==> src/rtl/reg_file_param.sv <==
// Parametrised general-purpose register file with multiple read ports, an
// LFSR-driven random register, debug/LCD taps and a valid/ready dump sequencer.
module reg_file_param #(
    parameter int          DATA_W    = 32,
    parameter int          ADDR_W    = 5,
    parameter int          NUM_RD    = 2,
    parameter bit          BYPASS    = 1'b1,
    parameter bit          ZERO_R0   = 1'b1,
    parameter bit          RAND_EN   = 1'b1,
    parameter int          RAND_REG  = 31,
    parameter logic [7:0]  RAND_EXP  = 8'd130,
    parameter logic [15:0] LFSR_SEED = 16'hACE1,
    parameter int          LCD_REGS  = 6,
    parameter int          LCD_BITS  = 8
) (
    input  logic                         CLK,
    input  logic                         RESET,
    input  logic                         WRITE,
    input  logic [ADDR_W-1:0]            INADDRESS,
    input  logic [DATA_W-1:0]            IN,
    input  logic [NUM_RD*ADDR_W-1:0]     RD_ADDR,
    output logic [NUM_RD*DATA_W-1:0]     RD_DATA,
    input  logic [ADDR_W-1:0]            DEBUG_ADDR,
    output logic [DATA_W-1:0]            DEBUG_DATA,
    output logic [LCD_REGS*LCD_BITS-1:0] DEBUG_DATA_LCD,
    input  logic                         DUMP_START,
    input  logic                         DUMP_READY,
    output logic                         DUMP_VALID,
    output logic [ADDR_W-1:0]            DUMP_ADDR,
    output logic [DATA_W-1:0]            DUMP_DATA,
    output logic                         DUMP_BUSY,
    output logic                         DUMP_DONE
);

    localparam int                DEPTH    = 2 ** ADDR_W;
    localparam logic [ADDR_W-1:0] RAND_IDX = ADDR_W'(RAND_REG);

    typedef enum logic [1:0] {S_IDLE, S_DUMP, S_DONE} dump_state_t;

    logic [DATA_W-1:0] regs [DEPTH];
    logic [15:0]       lfsr;
    logic [15:0]       lfsr_nx;
    logic [DATA_W-1:0] rand_val;
    logic              wr_ok;
    dump_state_t       state, state_nx;
    logic [ADDR_W-1:0] dump_addr, dump_addr_nx;

    // Right-shifting Fibonacci form of x^16+x^14+x^13+x^11+1.
    assign lfsr_nx  = {lfsr[0] ^ lfsr[2] ^ lfsr[3] ^ lfsr[5], lfsr[15:1]};
    assign rand_val = DATA_W'({lfsr[12], RAND_EXP, lfsr[11:0], 11'b0});
    assign wr_ok    = WRITE && !(ZERO_R0 && (INADDRESS == '0));

    // Architectural write is placed last so it overrides the random update.
    always_ff @(posedge CLK or posedge RESET) begin
        if (RESET) begin
            regs <= '{default: '0};
            lfsr <= LFSR_SEED;
        end else begin
            lfsr <= lfsr_nx;
            if (RAND_EN)
                regs[RAND_IDX] <= rand_val;
            if (wr_ok)
                regs[INADDRESS] <= IN;
        end
    end

    for (genvar k = 0; k < NUM_RD; k++) begin : g_rd
        logic [ADDR_W-1:0] addr;
        logic [DATA_W-1:0] data;
        assign addr = RD_ADDR[k*ADDR_W +: ADDR_W];
        always_comb begin
            data = regs[addr];
            if (ZERO_R0 && (addr == '0))
                data = '0;
            else if (BYPASS && WRITE && (addr == INADDRESS))
                data = IN;
        end
        assign RD_DATA[k*DATA_W +: DATA_W] = data;
    end

    assign DEBUG_DATA = regs[DEBUG_ADDR];

    for (genvar i = 0; i < LCD_REGS; i++) begin : g_lcd
        assign DEBUG_DATA_LCD[i*LCD_BITS +: LCD_BITS] = regs[i][LCD_BITS-1:0];
    end

    always_ff @(posedge CLK or posedge RESET) begin
        if (RESET) begin
            state     <= S_IDLE;
            dump_addr <= '0;
        end else begin
            state     <= state_nx;
            dump_addr <= dump_addr_nx;
        end
    end

    always_comb begin
        state_nx     = state;
        dump_addr_nx = dump_addr;
        case (state)
            S_IDLE: begin
                if (DUMP_START) begin
                    state_nx     = S_DUMP;
                    dump_addr_nx = '0;
                end
            end
            S_DUMP: begin
                if (DUMP_READY) begin
                    dump_addr_nx = dump_addr + 1'b1;
                    if (dump_addr == '1)
                        state_nx = S_DONE;
                end
            end
            S_DONE:  state_nx = S_IDLE;
            default: state_nx = S_IDLE;
        endcase
    end

    always_comb begin
        DUMP_VALID = 1'b0;
        DUMP_BUSY  = 1'b0;
        DUMP_DONE  = 1'b0;
        DUMP_DATA  = '0;
        case (state)
            S_DUMP: begin
                DUMP_VALID = 1'b1;
                DUMP_BUSY  = 1'b1;
                DUMP_DATA  = regs[dump_addr];
            end
            S_DONE: begin
                DUMP_BUSY = 1'b1;
                DUMP_DONE = 1'b1;
            end
            default: ;
        endcase
    end

    assign DUMP_ADDR = dump_addr;

endmodule
==> config.mk <==
export PLATFORM = sky130hd
export DESIGN_NAME = reg_file_param
export DESIGN_NICKNAME = d
export VERILOG_FILES = /design/src/rtl/reg_file_param.sv
export SDC_FILE = /design/constraint.sdc
export NUM_CORES = 2
export LEC_CHECK = 0
export ABC_AREA = 1
export CORE_MARGIN = 3
export CORE_UTILIZATION = 25
export DETAILED_ROUTE_END_ITERATION = 8
export HOLD_SLACK_MARGIN = 0.02
export PLACE_DENSITY_LB_ADDON = 0.12
export REMOVE_ABC_BUFFERS = 1
export SYNTH_ARGS = -nofsm -noshare
export SYNTH_HDL_FRONTEND = slang
export SYNTH_SLANG_ARGS = --single-unit
==> constraint.sdc <==
create_clock -name CLK -period 36.7 [get_ports CLK]
set_clock_uncertainty 0.2 [all_clocks]
set_input_delay 7.34 -clock CLK [delete_from_list [all_inputs] [get_ports CLK]]
set_output_delay 7.34 -clock CLK [all_outputs]
set_load 0.005 [all_outputs]
* After elaboration in Yosys (flattened, before gate mapping)
Index checks and enable logic that the tools add are counted.
** Storage, ports and cells
- Bits in registers :: 1047
- Bits of input ports :: 57
- Output and inout port bits :: 184
- Logic and storage cells :: 102
** Cells by class
- Add/sub/neg operators :: 1
- $lt $le $gt $ge :: 6
- Muxes and demuxes :: 31
- Bitwise logic cells :: 8
- Equal/unequal tests :: 8
- Reduce and logical (&&, ||, !) cells :: 13
** Operators by type and width (count)
- $bwmux W1024 :: 1
- $bmux W32 S5 :: 4
- $mux W32 :: 15
- $demux W32 S5 :: 1
- $ge A6 B6 Y1 const B :: 5
- $not A5 Y6 :: 5
- $logic_not A5 Y1 :: 3
- $eq A5 B5 Y1 :: 2
- $mux W5 :: 2
- $pmux W5 S2 :: 1
- $lt A6 B1 Y1 const B :: 1
- $mux W2 :: 3
- $ne A2 B2 Y1 const B :: 3
- $reduce_and A3 Y1 :: 2
- $add A5 B1 Y5 const B :: 1
- $eq A5 B5 Y1 const B :: 1
- $logic_and A1 B1 Y1 :: 4
- $pmux W2 S2 :: 1
- $mux W1 :: 3
- $xor A1 B1 Y1 :: 3
- $eq A2 B1 Y1 const B :: 1
- $eq A2 B2 Y1 const B :: 1
- $logic_not A2 Y1 :: 1
- $reduce_bool A2 Y1 :: 1
- 2 further kinds :: 2

* Longest topological paths before layout
- Depth in word-level cells :: 7
- Gate-level depth with buffers :: 13
- Depth with buffers taken out :: 10

* Worst setup path before layout
No wires, ideal clock.
- Path type :: in2out
- From :: in DEBUG_ADDR[0]
- To :: out DEBUG_DATA[17]
- Required time :: 29160 ps
- Arrival :: 8583 ps
- Stages on the path :: 12
- Path slack :: 20577 ps
- Buffers on the path :: 4
- Cell sequence :: buf_2 > inv_2 > buf_4 > buf_6 > clkbuf_1 > o21ai_0 > o21ai_0 > a21oi_1 > o21ai_0 > nand2_1 > nand2_1 > nand2_1
** Between the ends
- Cells in the longest elaborated chain, start to end :: 4
** RTL lines
- start, declared :: line 23 : input logic [ADDR_W-1:0] DEBUG_ADDR,
- $not A5 Y6 (implied by the code) :: line 81 : assign DEBUG_DATA = regs[DEBUG_ADDR];
- $bmux W32 S5 :: line 81
- $mux W32 (implied by the code) (2 in series) :: line 81
- end, declared :: line 24 : output logic [DATA_W-1:0] DEBUG_DATA,
Every way passes these cells. The select of a mux whose other input is x is not followed.

* Final worst setup path
- From :: in DEBUG_ADDR[0]
- To :: out DEBUG_DATA[5]
Same word-level chain as after synthesis.

==> impl_metrics.yaml <==
run_status:
  run_status: "complete, no violations"
setup_path:
  start_kind: "input pin"
  critPathKind: "input pin to primary output"
  reg2reg_slack_ps: 33460
  worstPathRequired_ps: 29160
  crit_arrival_ps: 12410
  endpoint_kind: "primary output"
  critPathMaxFanout: 79
floorplanning:
  fp.dieArea_um2: 321900
  initial_core_util: 0.2520
  dieHeight_um: 567.4
  rows: 205
  core_area_um2: 312700
  ios: 241
  die_w_um: 567.4
grt:
  grt_antenna_before_repair: 18
  grt_pass1_vias: 86190
  grt_max_degree: 188
  grt_pass1_wl_um: 666600
  grt_usage: 0.2835
  grt_overflow: 0
sta:
  finalHoldViolations: 0
  setup_ws_ps: 16750
  rsz0062_at_grt: "false"
  setup_violations: 0
  maxSlewHeadroom: 0.1778
  post-route-min-period_ps: 19950
  fin_crit_sh: 0.5437
  slew_violations: 0
  worstMarginPinSlew_ps: 1233
  fmax_ghz: 0.05012
pwr:
  p_total_mw: 5.132
  ir_drop_v: 0.00005093
  p_leak_nw: 39.86
  p_per_area_nw_per_um2: 58.03
clocking:
  postCtsHoldBufs: 0
  cts_root_buffer: "clkbuf_16"
  cts.clk_slew.worst_paths_ps: 60
  cts_buffers: 155
  post_cts.resized_instances: 0
  cts_tree: "yes"
  cts_buffer_depth: 4
  cts_max_level: 4
  clkSinkCount: 1047
  clkLatencyLatePin_ps: 870
  postCtsSetupBuffers: 0
final_layout:
  drive_gt1_frac: 0.04364
  nFillCells: 34430
  postLayoutCoreUtil: 0.2828
  layout.cells.non_filler: 16370
  multi_input_area_um2: 43880
  area_delta_synth_final_pct: 12.26
  final_common_cell: "nand2_1"
  final_nets: 12160
  final_cell_mix: "nand2_1, o21ai_0, nand3_1"
  fin_area_um2: 88440
  seqCellArea_um2: 26230
placement:
  io_buffer_count: 240
  post-place-ws_ps: 16910
  post_dp_cell_area_um2: 83120
  gp_congestion: 0.8573
  dp.cells: 16080
  place_hpwl_um: 257800
drt:
  dr.pass1.iters: 7
  wl_per_cell_um: 29.09
  vias: 91970
  drt_wl_total_um: 476100
  ant_nets: 0
  drc: 0
  via_per_inst: 5.619
  first_iter_violations: 12860
synth:
  synth_cell_types: 34
  avgSynthCellArea_um2: 6.181
  synth_seq_cells: 1047
  ys_seq_area_frac: 0.3327
  synth.cell_area_um2: 78780
  ys_warn_count: 0
  syn_inst: 12750
hold_path:
  hold_path.class: "flop to flop"
flow_run:
  maxCapViolCount: 0
-- logic make-up (layout without fill, tap and decap cells) --
| logic type | Yosys count | count (layout) | synth area share |
|---|---|---|---|
| other | 0 | 16 | 0 |
| AND/OR/NAND/NOR | 5879 | 5879 | 0.3094 |
| flip-flops | 1047 | 1047 | 0.3327 |
| XOR/XNOR | 4 | 4 | 0.0004448 |
| buffers and inverters | 2217 | 1684 | 0.1129 |
| adder cells (fa/ha/maj) | 6 | 6 | 0.0009529 |
| AO/OA/AOI/OAI | 3593 | 3593 | 0.2436 |
-- synthesized netlist by cell type --
library cell | n | area, um^2
a211oi_1 | 80 | 600.6
a21oi_1 | 953 | 4770
buf_1 | 169 | 634.4
buf_2 | 285 | 1426
buf_4 | 55 | 412.9
buf_6 | 1 | 11.26
clkbuf_1 | 713 | 2676
clkbuf_2 | 2 | 10.01
clkinv_1 | 2 | 7.510
dfrtp_1 | 1039 | 26000
dfstp_2 | 8 | 210.2
ha_1 | 6 | 75.07
inv_1 | 976 | 3664
inv_2 | 14 | 52.55
nand2_1 | 3533 | 13260
nand2_2 | 25 | 156.4
nand3_1 | 1669 | 8353
nand3_2 | 2 | 20.02
nand4_1 | 3 | 18.77
nor2_1 | 627 | 2354
nor2_2 | 1 | 6.260
nor2_4 | 5 | 56.30
nor3_2 | 8 | 80.08
nor3_4 | 3 | 48.80
o211ai_1 | 350 | 2628
o21ai_0 | 2064 | 10330
o21ai_1 | 90 | 450.4
o21bai_1 | 23 | 172.7
o221ai_1 | 13 | 113.9
o22ai_1 | 19 | 118.9
o2bb2ai_1 | 1 | 8.760
or2_2 | 3 | 18.77
xnor2_1 | 2 | 17.52
xor2_1 | 2 | 17.52
-- worst max-delay path, stage by stage --
cell and delay (ps):
buf_8 390, buf_4 670, buf_4 790, buf_4 670, buf_4 780, a21oi_1 180, o21ai_0 110, o21ai_0 120
a21oi_1 160, nand2_1 80, nand2_1 80, nand2_1 50, nand2_1 150, clkdlybuf4s50_1 530
-- through the flow --
| step | hold slack (ps) | TNS (ps) |
|---|---|---|
| floorplan | 133.0 | -306870 |
| global placement | 135.8 | 0 |
| detailed placement | 147.5 | 0 |
| CTS | 161.6 | 0 |
| global route | 168.4 | 0 |
| finish | 158.6 | 0 |
-- final cells by class --
class | count | area share
sequential | 1047 | 0.2966
antenna | 16 | 0.0004527
clock buffer | 218 | 0.05088
multi-input combinational | 9482 | 0.4962
clock inverter | 55 | 0.008814
inverter | 992 | 0.04334
timing repair buffer | 419 | 0.04516
tap | 4140 | 0.05857
-- where the power goes --
| group | switching (mW) | leakage, nW | internal, mW |
|---|---|---|---|
| Sequential | 0.224 | 13.3 | 1.36 |
| Combinational | 1.37 | 23.9 | 0.561 |
| Clock | 0.630 | 2.60 | 0.980 |
-- routing by layer --
layer / wire (um) / vias up / GRT usage
li1: - / 40900 / -
met1: 198900 / 44310 / 0.3769
met2: 205800 / 5562 / 0.4375
met3: 44980 / 1203 / 0.05394
met4: 26420 / 6 / 0.1419
met5: 41 / - / 0
-- sequential cells by signal, summed over array words and instances, names as in the netlist --
| name | flops |
|---|---|
| DEBUG_DATA_LCD | 48 |
| DUMP_ADDR | 5 |
| lfsr | 16 |
| regs | 976 |
| state | 2 |
-- final timing paths --
kind | cells past startpoint | startpoint | to
max in group asynchronous | 6 | RESET | DUMP_ADDR[0]$_DFFE_PP0P_
min in group asynchronous | 2 | RESET | regs[588]$_DFFE_PP0P_
hold / removal | 0 | lfsr[14]$_DFF_PP0_ | lfsr[13]$_DFF_PP1_
setup / recovery | 14 | DEBUG_ADDR[0] | DEBUG_DATA[5]
setup reg to reg | 9 | state[1]$_DFFE_PP0P_ | DUMP_ADDR[0]$_DFFE_PP0P_
hold reg to reg | 0 | lfsr[14]$_DFF_PP0_ | lfsr[13]$_DFF_PP1_
No activity file was read; power rests on OpenSTA's default activity.
